==> config.mk <==
export PLATFORM = sky130hd
export DESIGN_NAME = mips_multicycle_ctrl_flat
export DESIGN_NICKNAME = d
export VERILOG_FILES = /design/src/rtl/mips_multicycle_ctrl_if.sv /design/src/rtl/mips_multicycle_ctrl.sv /design/src/flat_wrapper.sv
export SDC_FILE = /design/constraint.sdc
export NUM_CORES = 1
export LEC_CHECK = 0
export ABC_CLOCK_PERIOD_IN_PS = 2000
export BUFFER_PORTS_ARGS = -buffer_cell sky130_fd_sc_hd__buf_2
export CAP_MARGIN = 20
export CORE_AREA = 2 2 69 71
export DETAILED_ROUTE_END_ITERATION = 10
export DIE_AREA = 0 0 71 73
export MAX_ROUTING_LAYER = met4
export PLACE_DENSITY = 0.75
export SLEW_MARGIN = 20
export SYNTH_ARGS = -nofsm -noshare
export SYNTH_HDL_FRONTEND = slang
export SYNTH_SLANG_ARGS = --single-unit
==> constraint.sdc <==
create_clock -name CLK -period 2 [get_ports CLK]
set_input_delay 0.4 -clock CLK [delete_from_list [all_inputs] [get_ports CLK]]
set_output_delay 0.4 -clock CLK [all_outputs]
set_load 0.005 [all_outputs]
==> src/rtl/mips_multicycle_ctrl_if.sv <==
`default_nettype none
// =====================================================================
// Module   : mips_multicycle_ctrl_if
// Brief    : Controller <-> datapath bundle (opcode, flags, strobes).
// Revision : 1.0
// =====================================================================
interface mips_multicycle_ctrl_if;
  logic [5:0] opcode;
  logic       Zero;
  logic       mem_ready;
  logic       PCWrite;
  logic       PCWriteCond;
  logic       IorD;
  logic       MemRead;
  logic       MemWrite;
  logic       IRWrite;
  logic       MemtoReg;
  logic       RegDst;
  logic       RegWrite;
  logic       ALUSrcA;
  logic [1:0] ALUSrcB;
  logic [1:0] ALUOp;
  logic [1:0] PCSource;

  // Zero is consumed by the datapath's PC-enable logic, not the sequencer
  modport master (
    input  opcode, mem_ready,
    output PCWrite, PCWriteCond, IorD, MemRead, MemWrite, IRWrite,
           MemtoReg, RegDst, RegWrite, ALUSrcA, ALUSrcB, ALUOp, PCSource
  );

  modport slave (
    output opcode, Zero, mem_ready,
    input  PCWrite, PCWriteCond, IorD, MemRead, MemWrite, IRWrite,
           MemtoReg, RegDst, RegWrite, ALUSrcA, ALUSrcB, ALUOp, PCSource
  );
endinterface
`default_nettype wire

==> src/rtl/mips_multicycle_ctrl.sv <==
`default_nettype none
// =====================================================================
// Module   : mips_multicycle_ctrl
// Brief    : Moore sequencer for the multi-cycle MIPS datapath.
//            Define MIPS_CTRL_JUMP_EN to enable the j instruction.
// Revision : 1.0
// =====================================================================
module mips_multicycle_ctrl #(
  parameter int CNT_W = 32
) (
  input  logic                   CLK,
  input  logic                   RESET,
  mips_multicycle_ctrl_if.master bus,
  output logic [3:0]             state,
  output logic                   retire,
  output logic                   illegal,
  output logic [CNT_W-1:0]       instr_count
);

  localparam logic [5:0] c_OP_RTYPE = 6'd0;
  localparam logic [5:0] c_OP_J     = 6'd2;
  localparam logic [5:0] c_OP_BEQ   = 6'd4;
  localparam logic [5:0] c_OP_ADDI  = 6'd8;
  localparam logic [5:0] c_OP_LW    = 6'd35;
  localparam logic [5:0] c_OP_SW    = 6'd43;

  typedef enum logic [3:0] {
    S_IDLE   = 4'd0,
    S_FETCH  = 4'd1,
    S_DECODE = 4'd2,
    S_MEMADR = 4'd3,
    S_MEMRD  = 4'd4,
    S_MEMWB  = 4'd5,
    S_MEMWR  = 4'd6,
    S_EXEC   = 4'd7,
    S_RWB    = 4'd8,
    S_BRANCH = 4'd9,
    S_JUMP   = 4'd10,
    S_IEXEC  = 4'd11,
    S_IWB    = 4'd12
  } state_t;

  state_t           r_state;
  state_t           w_next;
  logic             r_run;
  logic             r_is_store;
  logic [CNT_W-1:0] r_count;

  // r_run holds IDLE for one full cycle after reset release
  always_ff @(posedge CLK or posedge RESET) begin
    if (RESET) begin
      r_state    <= S_IDLE;
      r_run      <= 1'b0;
      r_is_store <= 1'b0;
      r_count    <= '0;
    end else begin
      r_state <= w_next;
      r_run   <= 1'b1;
      if (r_state == S_DECODE) begin
        r_is_store <= (bus.opcode == c_OP_SW);
      end
      if (retire) begin
        r_count <= r_count + CNT_W'(1);
      end
    end
  end

  always_comb begin
    w_next          = S_IDLE;
    bus.PCWrite     = 1'b0;
    bus.PCWriteCond = 1'b0;
    bus.IorD        = 1'b0;
    bus.MemRead     = 1'b0;
    bus.MemWrite    = 1'b0;
    bus.IRWrite     = 1'b0;
    bus.MemtoReg    = 1'b0;
    bus.RegDst      = 1'b0;
    bus.RegWrite    = 1'b0;
    bus.ALUSrcA     = 1'b0;
    bus.ALUSrcB     = 2'b00;
    bus.ALUOp       = 2'b00;
    bus.PCSource    = 2'b00;
    retire          = 1'b0;
    illegal         = 1'b0;

    case (r_state)
      S_IDLE: begin
        w_next = r_run ? S_FETCH : S_IDLE;
      end
      S_FETCH: begin
        bus.MemRead = 1'b1;
        bus.ALUSrcB = 2'b01;
        bus.IRWrite = bus.mem_ready;
        bus.PCWrite = bus.mem_ready;
        w_next      = bus.mem_ready ? S_DECODE : S_FETCH;
      end
      S_DECODE: begin
        bus.ALUSrcB = 2'b11;
        case (bus.opcode)
          c_OP_RTYPE:      w_next = S_EXEC;
          c_OP_LW, c_OP_SW: w_next = S_MEMADR;
          c_OP_BEQ:        w_next = S_BRANCH;
          c_OP_ADDI:       w_next = S_IEXEC;
`ifdef MIPS_CTRL_JUMP_EN
          c_OP_J:          w_next = S_JUMP;
`endif
          default: begin
            illegal = 1'b1;
            w_next  = S_FETCH;
          end
        endcase
      end
      S_MEMADR: begin
        bus.ALUSrcA = 1'b1;
        bus.ALUSrcB = 2'b10;
        w_next      = r_is_store ? S_MEMWR : S_MEMRD;
      end
      S_MEMRD: begin
        bus.MemRead = 1'b1;
        bus.IorD    = 1'b1;
        w_next      = bus.mem_ready ? S_MEMWB : S_MEMRD;
      end
      S_MEMWB: begin
        bus.RegWrite = 1'b1;
        bus.MemtoReg = 1'b1;
        retire       = 1'b1;
        w_next       = S_FETCH;
      end
      S_MEMWR: begin
        bus.MemWrite = 1'b1;
        bus.IorD     = 1'b1;
        retire       = bus.mem_ready;
        w_next       = bus.mem_ready ? S_FETCH : S_MEMWR;
      end
      S_EXEC: begin
        bus.ALUSrcA = 1'b1;
        bus.ALUOp   = 2'b10;
        w_next      = S_RWB;
      end
      S_RWB: begin
        bus.RegWrite = 1'b1;
        bus.RegDst   = 1'b1;
        retire       = 1'b1;
        w_next       = S_FETCH;
      end
      S_BRANCH: begin
        bus.ALUSrcA     = 1'b1;
        bus.ALUOp       = 2'b01;
        bus.PCWriteCond = 1'b1;
        bus.PCSource    = 2'b01;
        retire          = 1'b1;
        w_next          = S_FETCH;
      end
      S_IEXEC: begin
        bus.ALUSrcA = 1'b1;
        bus.ALUSrcB = 2'b10;
        w_next      = S_IWB;
      end
      S_IWB: begin
        bus.RegWrite = 1'b1;
        retire       = 1'b1;
        w_next       = S_FETCH;
      end
`ifdef MIPS_CTRL_JUMP_EN
      S_JUMP: begin
        bus.PCWrite  = 1'b1;
        bus.PCSource = 2'b10;
        retire       = 1'b1;
        w_next       = S_FETCH;
      end
`endif
      default: begin
        w_next = S_IDLE;
      end
    endcase
  end

  assign state       = r_state;
  assign instr_count = r_count;

endmodule
`default_nettype wire

==> src/flat_wrapper.sv <==
// flat-port wrapper written by rule: the top's interface ports become plain ports
module mips_multicycle_ctrl_flat 
#(
  parameter int CNT_W = 32
)
  (CLK, RESET, state, retire, illegal, instr_count, bus_opcode, bus_mem_ready, bus_PCWrite, bus_PCWriteCond, bus_IorD, bus_MemRead, bus_MemWrite, bus_IRWrite, bus_MemtoReg, bus_RegDst, bus_RegWrite, bus_ALUSrcA, bus_ALUSrcB, bus_ALUOp, bus_PCSource);
  mips_multicycle_ctrl_if bus_i ();
  input  logic CLK;
  input  logic RESET;
  output logic [3:0] state;
  output logic retire;
  output logic illegal;
  output logic [CNT_W-1:0] instr_count;
  input wire logic [$bits(bus_i.opcode)-1:0] bus_opcode;
  input wire logic [$bits(bus_i.mem_ready)-1:0] bus_mem_ready;
  output wire logic [$bits(bus_i.PCWrite)-1:0] bus_PCWrite;
  output wire logic [$bits(bus_i.PCWriteCond)-1:0] bus_PCWriteCond;
  output wire logic [$bits(bus_i.IorD)-1:0] bus_IorD;
  output wire logic [$bits(bus_i.MemRead)-1:0] bus_MemRead;
  output wire logic [$bits(bus_i.MemWrite)-1:0] bus_MemWrite;
  output wire logic [$bits(bus_i.IRWrite)-1:0] bus_IRWrite;
  output wire logic [$bits(bus_i.MemtoReg)-1:0] bus_MemtoReg;
  output wire logic [$bits(bus_i.RegDst)-1:0] bus_RegDst;
  output wire logic [$bits(bus_i.RegWrite)-1:0] bus_RegWrite;
  output wire logic [$bits(bus_i.ALUSrcA)-1:0] bus_ALUSrcA;
  output wire logic [$bits(bus_i.ALUSrcB)-1:0] bus_ALUSrcB;
  output wire logic [$bits(bus_i.ALUOp)-1:0] bus_ALUOp;
  output wire logic [$bits(bus_i.PCSource)-1:0] bus_PCSource;
  assign bus_i.opcode = bus_opcode;
  assign bus_i.mem_ready = bus_mem_ready;
  assign bus_PCWrite = bus_i.PCWrite;
  assign bus_PCWriteCond = bus_i.PCWriteCond;
  assign bus_IorD = bus_i.IorD;
  assign bus_MemRead = bus_i.MemRead;
  assign bus_MemWrite = bus_i.MemWrite;
  assign bus_IRWrite = bus_i.IRWrite;
  assign bus_MemtoReg = bus_i.MemtoReg;
  assign bus_RegDst = bus_i.RegDst;
  assign bus_RegWrite = bus_i.RegWrite;
  assign bus_ALUSrcA = bus_i.ALUSrcA;
  assign bus_ALUSrcB = bus_i.ALUSrcB;
  assign bus_ALUOp = bus_i.ALUOp;
  assign bus_PCSource = bus_i.PCSource;
  mips_multicycle_ctrl #(.CNT_W(CNT_W)) u_core (.CLK(CLK), .RESET(RESET), .bus(bus_i), .state(state), .retire(retire), .illegal(illegal), .instr_count(instr_count));
endmodule
==> impl_metrics.tcl <==
set metrics [dict create \
    grt_pass1_wl_mm 7.60 \
    ant_nets 0 \
    comb_power_share 0.392 \
    intPower_uw 1570 \
    yosysTopAreaCell "dfrtp_1" \
    grt_max_degree 39 \
    drive_above_1_share 0.376 \
    p_clk_frac 0.218 \
    use_met1 0.240 \
    leakagePower_uw 0.00140 \
    min_period_ns 1.99 \
    multi_input_area_um2 1010 \
    die_h_um 73 \
    report.final.slew_viol_count 0 \
    dr.pass1.iters 4 \
    setup_viol 0 \
    dp_hpwl_mm 3.20 \
    ios 63 \
    total_power_uw 2340 \
    reg2reg_depth 6 \
    nFillCells 394 \
    cts-root-buf "clkbuf_8" \
    use_met3 0.0373 \
    start_kind "register" \
    arrival_ns 1.59 \
    yosysTopAreaCellShare 0.478 \
    synth-seq-cells 38 \
    crit_required_ns 1.60 \
    seqPwrFrac 0.390 \
    ys_seq_area_frac 0.478 \
    end_kind "primary output" \
    syn-cell-area_um2 1990 \
    swShare 0.330 \
    gr-max-usage-layer "met2" \
    viasPerCell 5.12 \
    fin_ws_ns 0.00764 \
    port_buffers 61 \
    finalHoldViolCount 0 \
    worstSetupPathType "reg2out" \
    clock_path_buffers 2 \
    num_rows 25 \
    vias 1745 \
    outcome "complete, no violations" \
    synth_cell_types 36 \
    final_nets 298 \
    wl_per_cell_um 13.5 \
    grt_pass1_vias 1644 \
    regArea_um2 951 \
    power.switching_uw 772 \
    htreeDepth 2 \
    overflow 0 \
    syn_to_final_growth_pct 33.5 \
    worstSkewPairLatency_ns 0.29 \
    path_clk_slew_ns 0.07 \
    postSynthCellCount 205 \
    fmax_mhz 502 \
    die_x_um 71 \
    met2_usage 0.313 \
    drtIter0Drc 46 \
    start_util 0.438 \
    core_um2 4540 \
    syn_nets 215 \
    pre_cts_ws_ns 0.0416 \
    dieArea_um2 5180 \
    finalCritPeriodShare 0.996 \
    rsz0062_at_grt "true" \
    synthTopCellsByArea "dfrtp_1 48%, xnor2_1 7.9%, xor2_1 6.6%, nand2_1 4.7%, nor3_1 3.3%" \
    ys_warn_count 0 \
    cts_num_sinks 38 \
    drc 0 \
    gp_congestion 0.832 \
    fin_skew_ns 0.00237 \
    cts_tree "done" \
    syn_area_per_cell_um2 9.70 \
    cap_viol_max_count 0 \
    grt.total_usage 0.192 \
    peakVddDrop_mv 0.549 \
    critPathMaxFanout 4 \
    finalWirelength_mm 4.59 \
    min_path_type "in2async" \
    cts_buffers 5 \
    antenna-diode-count 0 \
    antenna_found_initial 0 \
    powerDensity_nw_per_um2 882 \
]
[routing by layer]
metal | wire (µm) | share of wire
met5 | 0 | 0
met4 | 95 | 0.021
met3 | 221 | 0.048
met2 | 2260 | 0.49
met1 | 2010 | 0.44
[power by group through the flow]
stage	clock network [µW]	logic [µW]	registers, µW
after floorplan	0	433	941
after global placement	0	762	921
after detailed placement	0	772	927
after CTS	523	860	916
after global routing	550	1010	927
final	511	917	914
[final cells by class]
cell class | instances | area share
Timing Repair Buffer | 85 | 0.191
Tap cell | 54 | 0.0254
Inverter | 9 | 0.0137
Sequential cell | 38 | 0.358
Multi-Input combinational cell | 149 | 0.380
Clock buffer | 6 | 0.0311
[stage by stage]
step                instances   util  hold WS, ns  area (µm²)  setup TNS (ns)
floorplan                 205      -        0.449        1990               0
global placement          325  0.532        0.476        2410               0
detailed placement        325  0.532        0.478        2410               0
CTS                       337  0.566        0.226        2570         -0.0229
global route              341  0.585        0.247        2660          -0.132
finish                    341  0.585        0.204        2660               0
[sequential cells by signal, indices dropped and copies added (netlist names)]
register,flops
u_core.instr_count,32
u_core.r_is_store,1
u_core.r_run,1
u_core.state,4
[critical path, stage by stage (launching register included)]
cell and delay [ns]:
dfrtp_1 0.41, buf_6 0.13, or4_4 0.54, a21oi_2 0.11, buf_2 0.12
[layout by cell type (no fill, tap or decap), types with 4 or more instances in the layout]
cell      netlist  routed
buf_2           1      61
buf_4           5      18
inv_1           9       8
buf_6           0       6
o21ai_0         5       5
dfrtp_1        38      38
nor2_1         16      16
nand4_1         8       8
xnor2_1        18      18
nor3_2          2       4
clkbuf_8        0       6
nand3_1         9       9
nand2b_1        5       5
xor2_1         15      15
nand2_1        25      25
nor3_1         13       9
[synth_stat cells, drive strengths merged]
master  number
dfrtp       38
nand2       25
xnor2       18
nor2        16
nor3        16
xor2        15
inv          9
nand3        9
nand4        8
buf          6
nand2b       5
o21ai        5
a21oi        4
clkbuf       3
or3          3
a221oi       2
and2         2
and3         2
and4         2
and4bb       2
conb         2
nor4         2
or4          2
a211oi       1
ha           1
mux2i        1
nor2b        1
nor3b        1
nor4b        1
o221ai       1
o22ai        1
o32a         1
[path summary, 6_finish.rpt]
kind                                         from                      to  slack, ns
max                               u_core.state[2]                 illegal      0.008
min in group CLK                    bus_opcode[3]       u_core.r_is_store       0.39
min reg2reg                u_core.instr_count[31]  u_core.instr_count[31]       0.48
max reg2reg                       u_core.state[1]  u_core.instr_count[25]       0.06
min                                         RESET  u_core.instr_count[26]       0.20
max in group asynchronous                   RESET   u_core.instr_count[4]       1.47
[cell families after synthesis]
| family | after synthesis | synth area share |
|---|---|---|
| other | 2 | 0.00378 |
| and+or+nand+nor | 97 | 0.261 |
| xor gates and xnor gates | 33 | 0.145 |
| adders and majority gates | 1 | 0.00629 |
| DFF | 38 | 0.478 |
| muxes | 1 | 0.00503 |
| buffers and inverters | 18 | 0.0441 |
| AOI/OAI and AO/OA | 15 | 0.0566 |
[what timing repair did]
item	CTS	global route
buffers inserted	6	3
cloned	0	1
gates resized for setup	8	12
pin swaps	2	5
endpoints found under the setup margin	4	14
hold buffers	0	0
Note: power is estimated with default switching activity, not from simulation.
